==> src/rtl/tron_pkg.sv <==
// rtl/tron_pkg.sv - frame buffer geometry, colour codes and trail writer states
package tron_pkg;

    localparam int unsigned H_WORDS = 320;
    localparam int unsigned V_LINES = 480;
    localparam int unsigned CELL    = 4;
    localparam int unsigned GRID_W  = 160;
    localparam int unsigned GRID_H  = 120;

    localparam logic [3:0] BLUE_CODE = 4'h6;
    localparam logic [3:0] RED_CODE  = 4'h4;
    localparam logic [3:0] BG_CODE   = 4'h8;

    typedef enum logic [2:0] {
        CLEAR,
        IDLE,
        LATCH,
        WR_BLUE,
        WR_RED
    } tw_state_t;

    // Two pixels per word, each a 4-bit colour in the low nibble of its byte.
    function automatic logic [15:0] pix_word(input logic [3:0] code);
        return {4'h0, code, 4'h0, code};
    endfunction

endpackage

==> src/rtl/frame_edge_sync.sv <==
// rtl/frame_edge_sync.sv - two-flop synchroniser and rising-edge pulse for the frame tick
module frame_edge_sync (
    input  logic clk,
    input  logic rst_n,
    input  logic async_in,
    output logic pulse
);

    logic s1;
    logic s2;
    logic s3;

    always_ff @(posedge clk or negedge rst_n) begin
        if (!rst_n) begin
            s1 <= 1'b0;
            s2 <= 1'b0;
            s3 <= 1'b0;
        end else begin
            s1 <= async_in;
            s2 <= s1;
            s3 <= s2;
        end
    end

    assign pulse = s2 & ~s3;

endmodule

==> src/rtl/trail_writer.sv <==
// rtl/trail_writer.sv - frameRAM write side: background fill and per-frame bike cell stamping
module trail_writer #(
    parameter int unsigned H_WORDS = tron_pkg::H_WORDS,
    parameter int unsigned V_LINES = tron_pkg::V_LINES
) (
    input  logic        Clk,
    input  logic        Reset,
    input  logic        frame_clk,
    input  logic        clear,
    input  logic [9:0]  Blue_X_real,
    input  logic [9:0]  Blue_Y_real,
    input  logic [9:0]  Red_X_real,
    input  logic [9:0]  Red_Y_real,
    input  logic        blue_en,
    input  logic        red_en,
    output logic        WE,
    output logic [18:0] write_address,
    output logic [15:0] Data_In,
    output logic        busy,
    output logic        clear_done,
    output logic        overrun
);

    import tron_pkg::*;

    localparam logic [9:0]  X_LIM     = 10'(H_WORDS * 2 / CELL);
    localparam logic [9:0]  Y_LIM     = 10'(V_LINES / CELL);
    localparam logic [17:0] FILL_LAST = 18'(H_WORDS * V_LINES - 1);

    function automatic logic [18:0] cell_addr(input logic [9:0] x, input logic [9:0] y,
                                              input logic [1:0] r, input logic j);
        logic [19:0] a;
        a = {9'd0, x, 1'b0} + {19'd0, j}
            + ({10'd0, y} * 20'(CELL) + {18'd0, r}) * 20'(H_WORDS);
        return a[18:0];
    endfunction

    tw_state_t   state, nxt;
    logic        tick;
    logic [17:0] fill_q, fill_d;
    logic [1:0]  row_q, row_d;
    logic        word_q, word_d;
    logic        last_q, last_d;
    logic [9:0]  bx_q, by_q, rx_q, ry_q;
    logic        ben_q, ren_q;

    logic [9:0]  bx_c, by_c, rx_c, ry_c;
    logic        bv, rv, emit, ovr;
    logic [2:0]  idx_n;
    logic [18:0] e_addr;
    logic [15:0] e_data;

    frame_edge_sync u_sync (
        .clk      (Clk),
        .rst_n    (Reset),
        .async_in (frame_clk),
        .pulse    (tick)
    );

    // In LATCH the snapshot is being taken this very cycle, so the first write uses live inputs.
    always_comb begin
        bx_c  = (state == LATCH) ? Blue_X_real : bx_q;
        by_c  = (state == LATCH) ? Blue_Y_real : by_q;
        rx_c  = (state == LATCH) ? Red_X_real  : rx_q;
        ry_c  = (state == LATCH) ? Red_Y_real  : ry_q;
        bv    = ((state == LATCH) ? blue_en : ben_q) && (bx_c < X_LIM) && (by_c < Y_LIM);
        rv    = ((state == LATCH) ? red_en  : ren_q) && (rx_c < X_LIM) && (ry_c < Y_LIM);
        idx_n = {row_q, word_q} + 3'd1;
    end

    always_comb begin
        nxt    = state;
        emit   = 1'b0;
        e_addr = write_address;
        e_data = Data_In;
        fill_d = fill_q;
        row_d  = row_q;
        word_d = word_q;
        last_d = 1'b0;
        ovr    = 1'b0;
        case (state)
            CLEAR: begin
                emit   = 1'b1;
                e_addr = {1'b0, fill_q};
                e_data = pix_word(BG_CODE);
                if (fill_q == FILL_LAST) begin
                    nxt    = IDLE;
                    fill_d = '0;
                    last_d = 1'b1;
                end else begin
                    fill_d = fill_q + 18'd1;
                end
            end
            IDLE: begin
                if (clear)     nxt = CLEAR;
                else if (tick) nxt = LATCH;
            end
            LATCH: begin
                row_d  = 2'd0;
                word_d = 1'b0;
                if (bv) begin
                    emit   = 1'b1;
                    e_addr = cell_addr(bx_c, by_c, 2'd0, 1'b0);
                    e_data = pix_word(BLUE_CODE);
                    nxt    = WR_BLUE;
                end else if (rv) begin
                    emit   = 1'b1;
                    e_addr = cell_addr(rx_c, ry_c, 2'd0, 1'b0);
                    e_data = pix_word(RED_CODE);
                    nxt    = WR_RED;
                end else begin
                    nxt = IDLE;
                end
            end
            WR_BLUE: begin
                if (clear) begin
                    nxt = CLEAR;
                end else if (row_q == 2'd3 && word_q) begin
                    row_d  = 2'd0;
                    word_d = 1'b0;
                    if (rv) begin
                        emit   = 1'b1;
                        e_addr = cell_addr(rx_c, ry_c, 2'd0, 1'b0);
                        e_data = pix_word(RED_CODE);
                        nxt    = WR_RED;
                    end else begin
                        nxt = IDLE;
                    end
                end else begin
                    emit            = 1'b1;
                    {row_d, word_d} = idx_n;
                    e_addr          = cell_addr(bx_c, by_c, idx_n[2:1], idx_n[0]);
                    e_data          = pix_word(BLUE_CODE);
                end
            end
            WR_RED: begin
                if (clear) begin
                    nxt = CLEAR;
                end else if (row_q == 2'd3 && word_q) begin
                    row_d  = 2'd0;
                    word_d = 1'b0;
                    nxt    = IDLE;
                end else begin
                    emit            = 1'b1;
                    {row_d, word_d} = idx_n;
                    e_addr          = cell_addr(rx_c, ry_c, idx_n[2:1], idx_n[0]);
                    e_data          = pix_word(RED_CODE);
                end
            end
            default: nxt = IDLE;
        endcase
        // Ticks are only accepted in IDLE with no competing clear; anything else is dropped.
        if (tick && !(state == IDLE && !clear)) ovr = 1'b1;
    end

    always_ff @(posedge Clk or negedge Reset) begin
        if (!Reset) begin
            state         <= CLEAR;
            fill_q        <= '0;
            row_q         <= '0;
            word_q        <= 1'b0;
            last_q        <= 1'b0;
            bx_q          <= '0;
            by_q          <= '0;
            rx_q          <= '0;
            ry_q          <= '0;
            ben_q         <= 1'b0;
            ren_q         <= 1'b0;
            WE            <= 1'b0;
            write_address <= '0;
            Data_In       <= '0;
            busy          <= 1'b0;
            clear_done    <= 1'b0;
            overrun       <= 1'b0;
        end else begin
            state      <= nxt;
            fill_q     <= fill_d;
            row_q      <= row_d;
            word_q     <= word_d;
            last_q     <= last_d;
            WE         <= emit;
            busy       <= (nxt != IDLE);
            clear_done <= last_q;
            overrun    <= ovr;
            if (emit) begin
                write_address <= e_addr;
                Data_In       <= e_data;
            end
            if (state == LATCH) begin
                bx_q  <= Blue_X_real;
                by_q  <= Blue_Y_real;
                rx_q  <= Red_X_real;
                ry_q  <= Red_Y_real;
                ben_q <= blue_en;
                ren_q <= red_en;
            end
        end
    end

endmodule

==> config.mk <==
export PLATFORM = sky130hd
export DESIGN_NAME = trail_writer
export DESIGN_NICKNAME = d
export VERILOG_FILES = /design/src/rtl/tron_pkg.sv /design/src/rtl/frame_edge_sync.sv /design/src/rtl/trail_writer.sv
export SDC_FILE = /design/constraint.sdc
export NUM_CORES = 1
export LEC_CHECK = 0
export CAP_MARGIN = 10
export CORE_ASPECT_RATIO = 1.1
export CORE_MARGIN = 3
export CORE_UTILIZATION = 34
export DETAILED_ROUTE_END_ITERATION = 8
export DONT_BUFFER_PORTS = 1
export SLEW_MARGIN = 10
export SYNTH_ARGS = -nofsm -noshare
export SYNTH_HDL_FRONTEND = slang
export SYNTH_HIERARCHICAL = 1
export SYNTH_SLANG_ARGS = --single-unit
==> constraint.sdc <==
create_clock -name Clk -period 5.4 [get_ports Clk]
set_input_delay 1.35 -clock Clk [delete_from_list [all_inputs] [get_ports Clk]]
set_output_delay 1.35 -clock Clk [all_outputs]
set_load 0.02 [all_outputs]
* Word level (Yosys, flattened, before mapping)
Cells that the tools add are included.
** Operators by class
- Add/subtract/negate cells :: 10
- $mul :: 4
- $lt $le $gt $ge :: 4
- Eq/ne operators :: 11
- Mux-type cells :: 47
- Bitwise logic cells :: 2
- Reductions and logical operators :: 15
** Operator list (number)
- two-way mux 19 bit :: 6
- two-way mux 16 bit :: 6
- case mux 19 bit (4 select lines) :: 1
- case mux 16 bit (4 select lines) :: 1
- two-way mux 10 bit :: 4
- adder 11 x 19 -> 19 bit :: 2
- adder 12 x 19 -> 19 bit :: 2
- two-way mux 3 bit :: 9
- adder 12 x 2 -> 13 bit :: 2
- multiplier 13 x 3 -> 13 bit (second input constant) :: 2
- adder 11 x 1 -> 12 bit :: 2
- multiplier 10 x 3 -> 11 bit (second input constant) :: 2
- < comparator 10 x 7 -> 1 bit (second input constant) :: 2
- < comparator 10 x 8 -> 1 bit (second input constant) :: 2
- adder 18 x 1 -> 18 bit (second input constant) :: 1
- == test 18 bit (second input constant) :: 1
- two-way mux 18 bit :: 1
- case mux 3 bit (5 select lines) :: 1
- two-way mux 1 bit :: 13
- != test 2 bit (second input constant) :: 4
- logical AND 1 bit :: 7
- == test 3 x 2 -> 1 bit (second input constant) :: 2
- AND reduction 5 bit :: 1
- two-way mux 2 bit :: 2
- 16 further kinds :: 17
** Storage, ports and cells
- Bits in registers :: 109
- Input bits :: 46
- Output and inout bits :: 39
- Logic and storage cells :: 113

* Logic depth before layout (Yosys ltp)
Gate-level depths: netlist of run 1.
- Word-level depth :: 10
- Depth in mapped cells :: 20
- Depth with buffers taken out :: 16

* Modules after synthesis
Netlist of run 1, hierarchy kept.
** By module, submodules not included
- trail_writer :: times used 1, cells an instance 884, area each 7502.2 sq um
- frame_edge_sync :: times used 1, cells an instance 4, area each 88.8 sq um

* Worst setup path before layout of run 1
No wires, ideal clock.
- Kind :: flip-flop to flip-flop
- From :: register state[0]
- To :: register write_address[17]
- Library setup time :: 126 ps
- Data arrival time :: 4351 ps
- Slack :: 923 ps
- Stages on the path, launching flop included :: 21
- Clock period less this slack :: 4477 ps
- Path through :: dfrtp_1 buf_6 or3b_4 buf_6 clkbuf_1 clkbuf_1 nand2_1 nand2_1 ha_1 ha_1 inv_1 fa_1 clkbuf_1 nor3b_1 a211oi_1 xor2_1 o311ai_0 nor3_1 xor2_1 o22ai_1 o32a_1
** Between the ends
- Elaborated cells on any way between the ends :: 47
- Classes of those cells :: add/sub: 8; mul: 4; order compare: 4; eq/ne: 6; mux: 18; reduce/logical: 7
** RTL lines
- start, declared :: RTL line trail_writer.sv:38 : tw_state_t state, nxt;
- start signal, assigned :: RTL line trail_writer.sv:176 : state <= nxt;
- == test 3 x 2 -> 1 bit (*) :: RTL line trail_writer.sv:65 : ry_c = (state == LATCH) ? Red_Y_real : ry_q;
- two-way mux 10 bit (*) :: RTL line trail_writer.sv:65
- net ry_c[1] :: RTL line trail_writer.sv:47 : logic [9:0] bx_c, by_c, rx_c, ry_c;
- parallel branches: the longest is 7 deep, another holds adder 12 x 19 -> 19 bit
- end signal, assigned :: RTL line trail_writer.sv:186 : write_address <= e_addr;
- end, declared :: RTL line trail_writer.sv:17 : output logic [18:0] write_address,
Mark *: on every way through the listed nets, which the timed path passes. The select of a mux whose other input is x is not followed.
A chain may end at the register's enable or synchronous reset.

* Worst setup path in the final report of run 1
- From :: register state[0]
- To :: register write_address[15]
The elaborated chain is that of the path after synthesis.

==> out/results.ini, run 1 <==
[detailed_routing]
dr.pass1.iters=5
routed_wl_mm=21.0
via_count=6300
via_per_inst=5.43
avgRoutedWirePerCell_um=18.1
post-route-drc-count=0
ant_nets=0
drtIter0Drc=401

[placement]
io_buffers=0
place.gp.congestion=0.865
hpwlAfterDp_mm=15.8
dp_cells=1145

[synth]
synth_area_leaders=dfrtp_1, ha_1, nand2_1, xnor2_1, xor2_1
synthFlopType=dfrtp_1
ys_seq_area_share_pct=35.6
synth_edf_count=0
yosysWarnings=6
yosysMostFrequentCell=nand2_1
synth_top_cell_by_area=dfrtp_1
yosysTopAreaCellShare_pct=35.6
synth.distinct_cells=70
synth_commonest_cells=nand2_1, dfrtp_1, nor2_1
postSynthCellCount=888
synth_area_um2=7590
syn_nets=992
yosys_register_bits=108
avgSynthCellArea_um2=8.55
async_flop_share_pct=100

[clocking]
cts_hold_buf=0
clock_latency_ns=0.36
post_cts_resized=0
cts_sinks=108
post_cts_buffers=0
cts_max_level=3
clk_path_buf_depth=2
clock-root-buffer=clkbuf_16
cts_tree=built
path_clk_slew_ns=0.08
cts_buffers=9

[global_routing]
antenna_found_initial=0
grt_overflow_total=0
grt_first_pass_wirelength_mm=33.3
grt_usage_pct=17.5
grt_pass1_vias=6134
grt_max_degree=109

[die]
die_h_um=163
ioPinCount=85
fp.coreArea_um2=21700
row_count=56
fp.dieW_um=148
start_util_pct=35.1
die_area_um2=24200

[timing]
period_share_pct=88.8
relSlewSlack_pct=37.0
fmaxAchievable_ghz=0.209
timing.final.hold_violations=0
tns_ns=0
min_period_ns=4.79
worstMarginPinSlew_ns=0.944
setup_viol_count_final=0
rsz0062_at_grt=false
slew_violations=0
finClkSkew_ns=0.0140

[layout]
fillers=2207
fin_cells=1161
drive_above_1_share_pct=4.94
num-nets-final=970
area_growth_pct=7.52
diodes=0

[critical_path]
rr_worst_depth=15
path_class=reg2reg
worstSetupStartpointType=flip-flop
reg2reg_from=state[0]
r2r-end=write_address[15]
required_ns=5.65
rrSetupSlack_ns=0.61
critPathCaptureType=flip-flop
timing.critical_path.arrival_ns=5.05
crit_fanout=24

[pwr]
cellLeakagePower_nw=3.56
powerDensity_nw_per_um2=449
vdd_drop_max_mv=0.154

[min_path]
whs_endpoint=clear_done
hold_path_depth=0
hp-start=last_q
min_path_type=reg2reg

[outcome]
status=completed

[flow_run]
drv_cap=0

## layout by cell type, fill, tap and decap left out, types with 5 or more instances in the layout
master | synthesis | routed
and3_1 | 6 | 6
xor2_1 | 35 | 35
nand2b_1 | 9 | 9
buf_4 | 0 | 6
a211oi_1 | 14 | 14
mux2i_1 | 7 | 7
nor4b_1 | 5 | 5
fa_1 | 8 | 8
nand2_1 | 165 | 165
and2_1 | 14 | 14
o21ai_0 | 36 | 36
o211ai_1 | 9 | 9
dfrtp_1 | 108 | 108
nand4_1 | 13 | 13
a21oi_1 | 40 | 40
nor2_1 | 75 | 74
a221oi_1 | 11 | 11
nor3_1 | 18 | 18
nor3b_1 | 7 | 7
a31oi_1 | 6 | 6
inv_1 | 34 | 34
xnor2_1 | 46 | 46
a21o_1 | 14 | 14
nor2b_1 | 12 | 12
nand3_1 | 21 | 21
o22ai_1 | 8 | 8
a222oi_1 | 5 | 5
ha_1 | 50 | 50
nor4_1 | 7 | 7
clkbuf_16 | 0 | 9
or2_2 | 6 | 6
## cells by family after synthesis
logic type | after synthesis | share of synthesized area, %
mux | 10 | 1.42
simple gates | 374 | 23.1
buf+inv | 76 | 4.05
flops | 108 | 35.6
fa+ha+maj | 58 | 10.4
compound gates | 181 | 16.2
xor+xnor | 81 | 9.35
## per-layer routing
layer	GRT usage (%)	share of wire, %	vias up
li1	-	-	3063
met2	29.5	48	170
met1	21.5	42	3033
met5	0	0	-
met4	6.64	2.8	0
met3	4.43	7.1	34
## per-stage QoR
stage | power (mW) | setup slack (ns) | hold WS (ns) | area [µm²] | utilization, %
floorplan | 2.52 | 0.923 | 0.331 | 7590 | -
global placement | 2.92 | 0.733 | 0.334 | 7840 | 36.2
detailed placement | 2.94 | 0.627 | 0.336 | 7840 | 36.2
CTS | 3.67 | 0.652 | 0.357 | 8160 | 37.7
global route | 3.94 | 0.337 | 0.365 | 8160 | 37.7
finish | 3.67 | 0.606 | 0.354 | 8160 | 37.7
## worst max path at each step
stage | depth (start not counted) | to | slack (ns) | from
final | 15 | write_address[15] | 0.61 | state[0]
after global routing | 15 | write_address[15] | 0.34 | state[1]
after CTS | 15 | write_address[15] | 0.65 | state[0]
after detailed placement | 14 | write_address[15] | 0.63 | Red_Y_real[1]
after global placement | 14 | write_address[15] | 0.73 | Red_Y_real[1]
after floorplan | 20 | write_address[17] | 0.92 | state[0]
## registers in the layout (all words and copies together), names as in the netlist
register,cells
write_address,19
fill_q,18
Data_In,16
bx_q,10
by_q,10
rx_q,10
ry_q,10
state,3
row_q,2
WE,1
busy,1
clear_done,1
last_q,1
overrun,1
ren_q,1
u_sync/s1,1
u_sync/s2,1
u_sync/s3,1
word_q,1
## area by class of cell
| class | count | area (µm²) | area share, % |
|---|---|---|---|
| Inverter | 37 | 139 | 1.70 |
| Clock inverter | 7 | 97.6 | 1.20 |
| Clock buffer | 9 | 225 | 2.76 |
| Multi-Input combinational cell | 704 | 4590 | 56.2 |
| Sequential cell | 108 | 2700 | 33.1 |
| Timing Repair Buffer | 6 | 45.0 | 0.552 |
| Tap cell | 290 | 363 | 4.45 |
## power breakdown
group	internal [mW]	switching, mW
combinational	0.778	1.13
sequential	0.920	0.118
clock	0.377	0.347
## critical path, stage by stage, from the launching register on
cell and delay (ns):
dfrtp_1 0.59, or3b_4 0.65, nand2_1 0.14, nand2_1 0.15, ha_1 0.33, ha_1 0.29, inv_1 0.09, fa_1 0.50
xor2_1 0.24, nor4_1 0.57, nor4bb_1 0.40, nor4_1 0.12, xor2_1 0.15, o21ai_0 0.15, o211ai_1 0.11, a22o_1 0.20
Power figures use the tool's default switching activity.
==> run 2, diff against run 1 <==
- SKIP_CTS_REPAIR_TIMING: default -> 1
==> results of run 2 <==
Final layout, timing and power as in run 1 (identical DEF).
==> run 3, diff against run 2 <==
- CTS_CLUSTER_SIZE: default -> 8
==> results of run 3 <==
Final layout, timing and power as in run 1 (identical DEF).
